**src/rtl/demux4_reg_if.sv**
```systemverilog
// demux4_reg_if: sample input, channel registers and status for the registered 1-to-4 demux
interface demux4_reg_if #(parameter int WIDTH = 1);
    logic [WIDTH-1:0] in;
    logic             in_valid;
    logic [1:0]       sel;
    logic             auto;
    logic [WIDTH-1:0] o1, o2, o3, o4;
    logic [3:0]       v;
    logic             frame;
    logic [1:0]       ptr;
    modport master (output in, in_valid, sel, auto, input o1, o2, o3, o4, v, frame, ptr);
    modport slave (input in, in_valid, sel, auto, output o1, o2, o3, o4, v, frame, ptr);
endinterface

```
**src/rtl/demux4_reg.sv**
```systemverilog
// demux4_reg: steers each sample into one of four held registers by sel or a round-robin pointer
module demux4_reg #(parameter int WIDTH = 1) (
    input logic         clk,
    input logic         rst,
    demux4_reg_if.slave bus
);
    logic [WIDTH-1:0] r [4];
    logic [3:0]       v_q;
    logic             frame_q;
    logic [1:0]       ptr_q;
    logic [1:0]       ch;
    assign ch = bus.auto ? ptr_q : bus.sel;
    always_ff @(posedge clk or posedge rst)
        if (rst) begin
            r       <= '{default: '0};
            v_q     <= '0;
            frame_q <= 1'b0;
            ptr_q   <= '0;
        end else begin
            v_q     <= bus.in_valid ? 4'b0001 << ch : 4'b0000;
            frame_q <= bus.auto && bus.in_valid && ptr_q == 2'd3;
            // leaving auto mode abandons any partial frame
            ptr_q   <= !bus.auto ? 2'd0 : bus.in_valid ? ptr_q + 2'd1 : ptr_q;
            if (bus.in_valid) r[ch] <= bus.in;
        end
    assign bus.o1    = r[0];
    assign bus.o2    = r[1];
    assign bus.o3    = r[2];
    assign bus.o4    = r[3];
    assign bus.v     = v_q;
    assign bus.frame = frame_q;
    assign bus.ptr   = ptr_q;
endmodule

```
**src/flat_wrapper.sv**
```systemverilog
// flat-port wrapper written by rule: the top's interface ports become plain ports
module demux4_reg_flat 
#(parameter int WIDTH = 1)
  (clk, rst, bus_in, bus_in_valid, bus_sel, bus_auto, bus_o1, bus_o2, bus_o3, bus_o4, bus_v, bus_frame, bus_ptr);
  demux4_reg_if #(.WIDTH(WIDTH)) bus_i ();
  input logic clk;
  input logic rst;
  input wire logic [$bits(bus_i.in)-1:0] bus_in;
  input wire logic [$bits(bus_i.in_valid)-1:0] bus_in_valid;
  input wire logic [$bits(bus_i.sel)-1:0] bus_sel;
  input wire logic [$bits(bus_i.auto)-1:0] bus_auto;
  output wire logic [$bits(bus_i.o1)-1:0] bus_o1;
  output wire logic [$bits(bus_i.o2)-1:0] bus_o2;
  output wire logic [$bits(bus_i.o3)-1:0] bus_o3;
  output wire logic [$bits(bus_i.o4)-1:0] bus_o4;
  output wire logic [$bits(bus_i.v)-1:0] bus_v;
  output wire logic [$bits(bus_i.frame)-1:0] bus_frame;
  output wire logic [$bits(bus_i.ptr)-1:0] bus_ptr;
  assign bus_i.in = bus_in;
  assign bus_i.in_valid = bus_in_valid;
  assign bus_i.sel = bus_sel;
  assign bus_i.auto = bus_auto;
  assign bus_o1 = bus_i.o1;
  assign bus_o2 = bus_i.o2;
  assign bus_o3 = bus_i.o3;
  assign bus_o4 = bus_i.o4;
  assign bus_v = bus_i.v;
  assign bus_frame = bus_i.frame;
  assign bus_ptr = bus_i.ptr;
  demux4_reg #(.WIDTH(WIDTH)) u_core (.clk(clk), .rst(rst), .bus(bus_i));
endmodule
```
**config.mk**
```make
export PLATFORM = sky130hd
export DESIGN_NAME = demux4_reg_flat
export DESIGN_NICKNAME = d
export VERILOG_FILES = /design/src/rtl/demux4_reg_if.sv /design/src/rtl/demux4_reg.sv /design/src/flat_wrapper.sv
export SDC_FILE = /design/constraint.sdc
export NUM_CORES = 1
export LEC_CHECK = 0
export CAP_MARGIN = 10
export CORE_UTILIZATION = 34
export CTS_BUF_LIST = sky130_fd_sc_hd__clkbuf_2 sky130_fd_sc_hd__clkbuf_4 sky130_fd_sc_hd__clkbuf_8
export DETAILED_ROUTE_END_ITERATION = 10
export PLACE_DENSITY = 0.73
export SLEW_MARGIN = 20
export SYNTH_ARGS = -nofsm -noshare
export SYNTH_HDL_FRONTEND = slang
export SYNTH_SLANG_ARGS = --single-unit
```
**constraint.sdc**
```tcl
create_clock -name clk -period 1.6 [get_ports clk]
set_clock_uncertainty 0.15 [all_clocks]
set_input_delay 0.32 -clock clk [delete_from_list [all_inputs] [get_ports clk]]
set_output_delay 0.32 -clock clk [all_outputs]
set_load 0.1 [all_outputs]
```
After elaboration in Yosys (flattened, before gate mapping) --
Cells that the tools add are included.
Operators by class: reduce and logical (&&, ||, !) cells 3, multiplexer cells 7, magnitude comparators 2, add/subtract/negate cells 1, bitwise operators 1, shift operators 1, eq/ne operators 2
Operator list (number):
- 2-bit two-way mux | 3
- 4-bit bitwise mux | 1
- 4-bit two-way mux | 1
- 1-bit by 2-bit << shifter with 4-bit output (first input constant) | 1
- 3-bit >= comparator (second input constant) | 1
- 1-bit logical AND | 3
- 3-bit by 1-bit < comparator with 1-bit output (second input constant) | 1
- 2-bit inverter with 3-bit output | 1
- 2-bit by 1-bit adder with 2-bit output (second input constant) | 1
- 1-bit demux with 2-bit select | 1
- 2-bit == test (second input constant) | 1
- 2-bit != test (second input constant) | 1
- 1-bit two-way mux | 1
Storage, ports and cells: register bits after elaboration 11

Logic depth before layout (Yosys ltp) --
Gate-level depths: netlist (run 1).
depth in word-level cells 7, mapped depth 3

Least setup slack after synthesis (run 1) --
Ideal clock, no wire load.
path kind register -> register, from reg u_core.ptr_q[0], in the netlist u_core.bus.ptr[0], to reg u_core.r, in the netlist u_core.bus.o4, setup time 0.128 ns, required time 1.322 ns, path buffers 0, stages on the path, launching flop included 4, arrival 1.672 ns, path slack -0.350 ns, path through dfrtp_1 nand2_1 o32ai_2 mux2_1
Between the ends: word-level cells in the longest chain between the ends 7
RTL lines:
- start, declared | RTL line demux4_reg.sv:10 | logic [1:0] ptr_q;
- start signal, assigned | RTL line demux4_reg.sv:23 | ptr_q <= !bus.auto ? 2'd0 : bus.in_valid ? ptr_q + 2'd1 : ptr_q;
- 2-bit two-way mux * | RTL line demux4_reg.sv:12 | assign ch = bus.auto ? ptr_q : bus.sel;
- 2-bit inverter with 3-bit output (not written as such) * | RTL line demux4_reg.sv:24 | if (bus.in_valid) r[ch] <= bus.in;
- 3-bit >= comparator (not written as such) or 3-bit by 1-bit < comparator with 1-bit output (tied branches) | RTL line demux4_reg.sv:24
- 1-bit logical AND (not written as such) | RTL line demux4_reg.sv:24
- 1-bit two-way mux (not written as such) | RTL line demux4_reg.sv:24
- 1-bit demux with 2-bit select * | RTL line demux4_reg.sv:24
- 4-bit bitwise mux * | RTL line demux4_reg.sv:24
- end signal, assigned by index | RTL line demux4_reg.sv:24
- end, declared | RTL line demux4_reg.sv:7 | logic [WIDTH-1:0] r [4];
Mark *: on every way between the ends. The rest lies on a longest branch, timed or not. A chain may end at the register's enable or synchronous reset.

Final worst setup path (run 1) --
from in bus_sel[0], to reg u_core.r, in the netlist u_core.bus.o3
Between the ends: word-level cells in the longest chain between the ends 7
RTL lines:
- start, declared | RTL line flat_wrapper.sv:10 | input wire logic [$bits(bus_i.sel)-1:0] bus_sel;
- 2-bit two-way mux * | RTL line demux4_reg.sv:12
- 2-bit inverter with 3-bit output (not written as such) * | RTL line demux4_reg.sv:24
- 3-bit >= comparator (not written as such) or 3-bit by 1-bit < comparator with 1-bit output (tied branches) | RTL line demux4_reg.sv:24
- 1-bit logical AND (not written as such) | RTL line demux4_reg.sv:24
- 1-bit two-way mux (not written as such) | RTL line demux4_reg.sv:24
- 1-bit demux with 2-bit select * | RTL line demux4_reg.sv:24
- 4-bit bitwise mux * | RTL line demux4_reg.sv:24
Marks and branches as above.

==> results of run 1 <==
==> how the worst max path moves through the flow <==
stage | startpoint | depth (start not counted) | endpoint | slack [ns]
final | bus_sel[0] | 4 | u_core.bus.o3$_DFFE_PP0P_ | 0.02
after detailed placement | bus_auto | 5 | u_core.bus.o3$_DFFE_PP0P_ | -0.32
after global placement | bus_auto | 4 | u_core.bus.o4$_DFFE_PP0P_ | -0.30
after CTS | bus_sel[1] | 4 | u_core.bus.o3$_DFFE_PP0P_ | 0.04
after global routing | bus_sel[0] | 4 | u_core.bus.o3$_DFFE_PP0P_ | 0.008
after floorplan | u_core.bus.ptr[0]$_DFFE_PP0P_ | 3 | u_core.bus.o3$_DFFE_PP0P_ | 0.006
==> layout make-up <==
class	instances	share of cell area
Tap cell	15	0.02101
Multi-Input combinational cell	19	0.2577
Sequential cell	11	0.3165
Inverter	3	0.01261
Timing Repair Buffer	23	0.3613
Clock buffer	3	0.02521
Clock inverter	1	0.005602
==> report_power, final <==
group | switching (mW) | internal [mW]
clock network | 0.0988 | 0.0924
logic | 0.359 | 0.209
registers | 0.0398 | 0.319
total | 0.498 | 0.620
==> cell families (layout without fill, tap and decap cells) <==
logic type,after synthesis,in the layout,synth area share
multiplexers,5,5,0.1146
XOR/XNOR,1,1,0.01823
AND/OR/NAND/NOR,8,8,0.1094
AO/OA/AOI/OAI,4,4,0.1354
buffers and inverters,3,30,0.02344
adder cells (fa/ha/maj),1,1,0.02604
flip-flops,11,11,0.5729
==> repair_timing <==
action                     4_1_cts  5_1_grt
hold buffers                     0        0
pin swaps                        0        2
setup endpoints to repair        3        1
gates resized for setup          6        0
==> per-layer routing <==
metal / track usage / wire [um] / vias up
li1: - / - / 172
met1: 0.1864 / 398 / 178
met2: 0.2090 / 505 / 15
met3: 0.03409 / 45 / 2
met4: 0.07759 / 7 / 0
met5: 0 / 0 / -
==> critical path, stage by stage <==
cell	delay (ns)
clkdlybuf4s50_1	0.43
buf_4	0.17
o32ai_4	0.31
mux2_1	0.35
==> placed cells by master (no fill, tap or decap), drive strengths merged, types with 2 or more instances in the layout <==
cell type and count:
clkbuf 3, dlygate4sd2 2, nand2 2, nand2b 3, clkdlybuf4s50 4, inv 3, mux2 4, o32ai 4
dfrtp 11, buf 17
==> state kept, by name, summed over array words and instances, names as in the netlist <==
signal	flops
u_core.bus.v	4
u_core.bus.o4	1
u_core.bus.o1	1
u_core.bus.ptr	2
u_core.bus.o3	1
u_core.bus.frame	1
u_core.bus.o2	1
==> reports/metrics.cfg, run 1 <==
[power_and_ir_drop]
power.leakage_nw = 0.3996
p_per_area_mw_per_mm2 = 1252
total_power_mw = 1.118
vdd_drop_max_v = 0.0009765

[yosys]
yosysMostFrequentCell = dfrtp_1
synthArstFlopShare = 1.000
syn_avg_cell_area_um2 = 14.56
synth.largest_area_cell = dfrtp_1
synthFlopType = dfrtp_1
synth_warnings = 0
synth_seq_cells = 11
synth_edf_count = 0
syn-num-nets = 41
synthesis.instances = 33
seq_area_frac_synth = 0.5729
syn-cell-area_um2 = 480.5
ys_types = 13
ys_top_cells_by_count = dfrtp_1, mux2_1, o32ai_2, inv_1
synth.area.top_cells = dfrtp_1, o32ai_2, mux2_1, nand2b_4, ha_1
synth.top_cell.area_share = 0.5729

[worst_setup_path]
cp.arrival_ns = 1.58
timing.rr.start = u_core.bus.ptr[0]$_DFFE_PP0P_
cp-end-kind = flip-flop
critPathKind = primary input to flip-flop
reg2reg_to = u_core.bus.o3$_DFFE_PP0P_
rrSetupSlack_ns = 0.07
r2r_cells = 3
worstPathMaxFanout = 2
critPathLaunchType = primary input
required_ns = 1.60

[grt]
grt_pass1_wl_um = 1442
grt_pass1_vias = 328
antenna_found_initial = 0
overflow = 0
grt_max_degree = 12
grt.total_usage = 0.1413

[worst_hold_path]
hold_class = primary input to async pin

[floorplan]
io_pins = 18
std_cell_rows = 13
dieArea_mm2 = 0.001567
die_w_um = 39.59
start_util = 0.3692
die_h_um = 39.59
placeableCoreArea_mm2 = 0.001301

[cells_and_area]
stdcell_area_um2 = 893.4
n_fill_cell = 96
drive_gt1_frac = 0.4833
final_core_util = 0.6865
ff_latch_area_um2 = 282.8
n_antenna_cell = 0
finalNonFillerCells = 75
multiInputGateArea_um2 = 230.2
syn_to_final_growth_pct = 85.94
nets = 69

[timing]
worst_pin_slew_ns = 0.4177
min_period_over_period = 0.9873
rsz0062_at_grt = false
setup_tns_ns = 0
holdWs_ns = 0.1856
hold_violations = 0
finalSetupViolCount = 0
maxSlewViolCount = 0
period_minus_slack_ns = 1.580
relSlewSlack = 0.7212
max_freq_mhz = 633.0
setup_ws_ns = 0.02024

[clock_network]
cts_setup_buffers = 0
cts_max_path_buffers = 2
clock_sinks = 11
tritoncts = built
cts_made_buffers = 3
cts_htree_levels = 1
clk_pin_slew_ns = 0.07
worstSkewPairLatency_ns = 0.27
root_buffer = clkbuf_4

[place]
dp.cells = 71
port_buffers = 17
dp_slack_ns = -0.3236
place_congestion = 0.6795
placed_cell_area_um2 = 832.0
hpwlAfterDp_um = 778.8

[run_status]
status = finished clean

[routing]
wl_um = 956
drt-vias-per-instance = 4.893
drtAntennaViolNets = 0
drcViolationCount = 0
first_pass_iters = 4
routedWlPerCell_um = 12.75
first_iter_violations = 7
vias = 367

[run]
maxCapViolCount = 0

Power figures use the tool's default switching activity.
==> inputs of run 2 (changes only) <==
CORE_MARGIN = 5   (was default)
==> run 2 against run 1 <==
Effect of this change: combinational power barely moved; non-clock buffer count rose by 1; via count fell by 1.1%; sequential power barely moved; worst setup slack got worse by 0.0074 ns; highest routed layer unchanged.
==> reports/metrics.cfg, run 2 (synthesis gave the netlist of run 1 again) <==
[grt]
grt_max_degree = 12  ; unchanged
overflow = 0  ; unchanged
grt.total_usage = 0.1139  ; -0.02738
grt_pass1_wl_um = 1676  ; +16%
grt_pass1_vias = 393  ; +20%
antenna_found_initial = 0  ; unchanged

[routing]
wl_met2_um = 573  ; +13%
met1_length_um = 330  ; -17%
drt-vias-per-instance = 4.776  ; -2.4%
first_pass_iters = 4  ; unchanged
wl_um = 1026  ; +7.3%
first_iter_violations = 8  ; +1
met3_length_um = 100  ; +120%
drtAntennaViolNets = 0  ; unchanged
routedWlPerCell_um = 13.50  ; +5.9%
vias = 363  ; -1.1%
drcViolationCount = 0  ; unchanged
top_layer_used = met4

[worst_setup_path]
critPathLaunchType = primary input
crit_buf_inv = 1  ; -1
path_cells = clkdlybuf4s50_1, nand2b_4, o32ai_2, mux2_1
crit_slowest_cell = clkdlybuf4s50_1
worstPathMaxFanout = 4  ; +2
cp-end-kind = flip-flop
cp.arrival_ns = 1.60  ; +0.02 ns
critPathKind = primary input to flip-flop
cpPeakStageDelay_ns = 0.46  ; +0.03 ns
required_ns = 1.61  ; about the same
critical-path-top-delay-family = buffers and inverters

[timing]
period_minus_slack_ns = 1.587  ; +0.007420 ns
worst_pin_slew_ns = 0.4077  ; -0.009976 ns
finalSetupViolCount = 0  ; unchanged
max_freq_mhz = 630.1  ; -0.47%
relSlewSlack = 0.7279  ; +0.006658
setup_tns_ns = 0  ; unchanged
maxSlewViolCount = 0  ; unchanged
holdWs_ns = 0.1761  ; -0.009466 ns
hold_violations = 0  ; unchanged
min_period_over_period = 0.9920  ; +0.004638
rsz0062_at_grt = true

[power_and_ir_drop]
p_int_mw = 0.6483  ; +4.5%
switchingPower_mw = 0.4913  ; -1.4%
pwr-share-seq = 0.315  ; -0.006
power.leakage_nw = 0.4071  ; +1.9%
pwr-share-clk = 0.184  ; +0.013
p_comb_frac = 0.501  ; -0.007
vdd_drop_max_v = 0.0009591  ; -1.8%
swShare = 0.4311  ; -0.01422
p_per_area_mw_per_mm2 = 1274  ; +1.8%

[place]
hpwlAfterDp_um = 818.4  ; +5.1%
placed_cell_area_um2 = 839.6  ; +0.90%
port_buffers = 17  ; unchanged
place_congestion = 0.6238  ; -8.2%

[cells_and_area]
ff_latch_area_um2 = 282.8  ; unchanged
final_core_util = 0.6790  ; -0.007526
stdcell_area_um2 = 894.6  ; +0.14%
final_cell_mix = buf_12, dfrtp_1, buf_4
largest_reg_flops = 4  ; unchanged
drive_gt1_frac = 0.4918  ; +0.008470
multiInputGateArea_um2 = 220.2  ; -4.3%
final_common_cell = buf_12
nets = 70  ; +1.4%
n_antenna_cell = 0  ; unchanged
n_fill_cell = 104  ; +8.3%
syn_to_final_growth_pct = 86.20

[clock_network]
cts_htree_levels = 1  ; unchanged
clock_sinks = 11  ; unchanged
cts_max_path_buffers = 2  ; unchanged
cts_made_buffers = 3  ; unchanged
ctsHoldBuffers = 0  ; unchanged
root_buffer = clkbuf_4
cts_setup_buffers = 0  ; unchanged
clk_pin_slew_ns = 0.07  ; about the same
tritoncts = built
worstSkewPairLatency_ns = 0.28  ; about the same

[floorplan]
start_util = 0.3647  ; -0.004559
dieArea_mm2 = 0.002265  ; +44%
die_h_um = 47.59  ; +20%
die_w_um = 47.59  ; +20%
io_pins = 18  ; unchanged
std_cell_rows = 13  ; unchanged
placeableCoreArea_mm2 = 0.001318  ; +1.2%

[worst_hold_path]
hold_class = primary input to async pin

[run_status]
status = finished clean

[run]
maxCapViolCount = 0  ; unchanged

[run 2: power by group through the flow]
stage | Clock (mW) | Sequential (mW) | Combinational (mW)
CTS | 0.218 | 0.360 | 0.561
detailed placement | 0 | 0.366 | 0.561
floorplan | 0 | 0.628 | 0.0573
global route | 0.231 | 0.365 | 0.586
finish | 0.210 | 0.359 | 0.571
global placement | 0 | 0.366 | 0.556
[run 2: worst paths after layout]
kind	cells past startpoint	end	from	slack (ns)
min reg2reg	1	u_core.bus.o4$_DFFE_PP0P_	u_core.bus.o4$_DFFE_PP0P_	0.41
max reg2reg	3	u_core.bus.o3$_DFFE_PP0P_	u_core.bus.ptr[0]$_DFFE_PP0P_	0.11
min in group clk	1	u_core.bus.o4$_DFFE_PP0P_	u_core.bus.o4$_DFFE_PP0P_	0.41
max in group asynchronous	2	u_core.bus.ptr[1]$_DFFE_PP0P_	rst	0.80
max	4	u_core.bus.o4$_DFFE_PP0P_	bus_auto	0.01
min	2	u_core.bus.o2$_DFFE_PP0P_	rst	0.18
[run 2: repair_timing]
item / CTS / global route
pin swaps: 0 / 0
resized for setup: 1 / 3
endpoints found under the hold margin: 0 / 0
cloned: 0 / 0
endpoints found under the setup margin: 2 / 2
[run 2: final cells by class]
cell class	count	area share
sequential	11	0.3161
clock buffer	4	0.03357
timing repair buffer	24	0.3706
inverter	3	0.01259
tap	15	0.02098
multi-input combinational	19	0.2462
[run 2: per-layer routing]
metal | GRT usage | vias to the layer above
li1 | - | 172
met1 | 0.1039 | 172
met2 | 0.1979 | 15
met3 | 0.06391 | 4
met4 | 0.06452 | 0
met5 | 0 | -
[run 2: per-stage QoR]
step | setup WS (ns) | power [mW] | instances
final | 0.01282 | 1.140 | 76
after global routing | -0.008590 | 1.181 | 76
after CTS | 0.0001881 | 1.138 | 76
after detailed placement | -0.3284 | 0.9267 | 72
after global placement | -0.2949 | 0.9220 | 72
after floorplan | 0.005894 | 0.6855 | 33
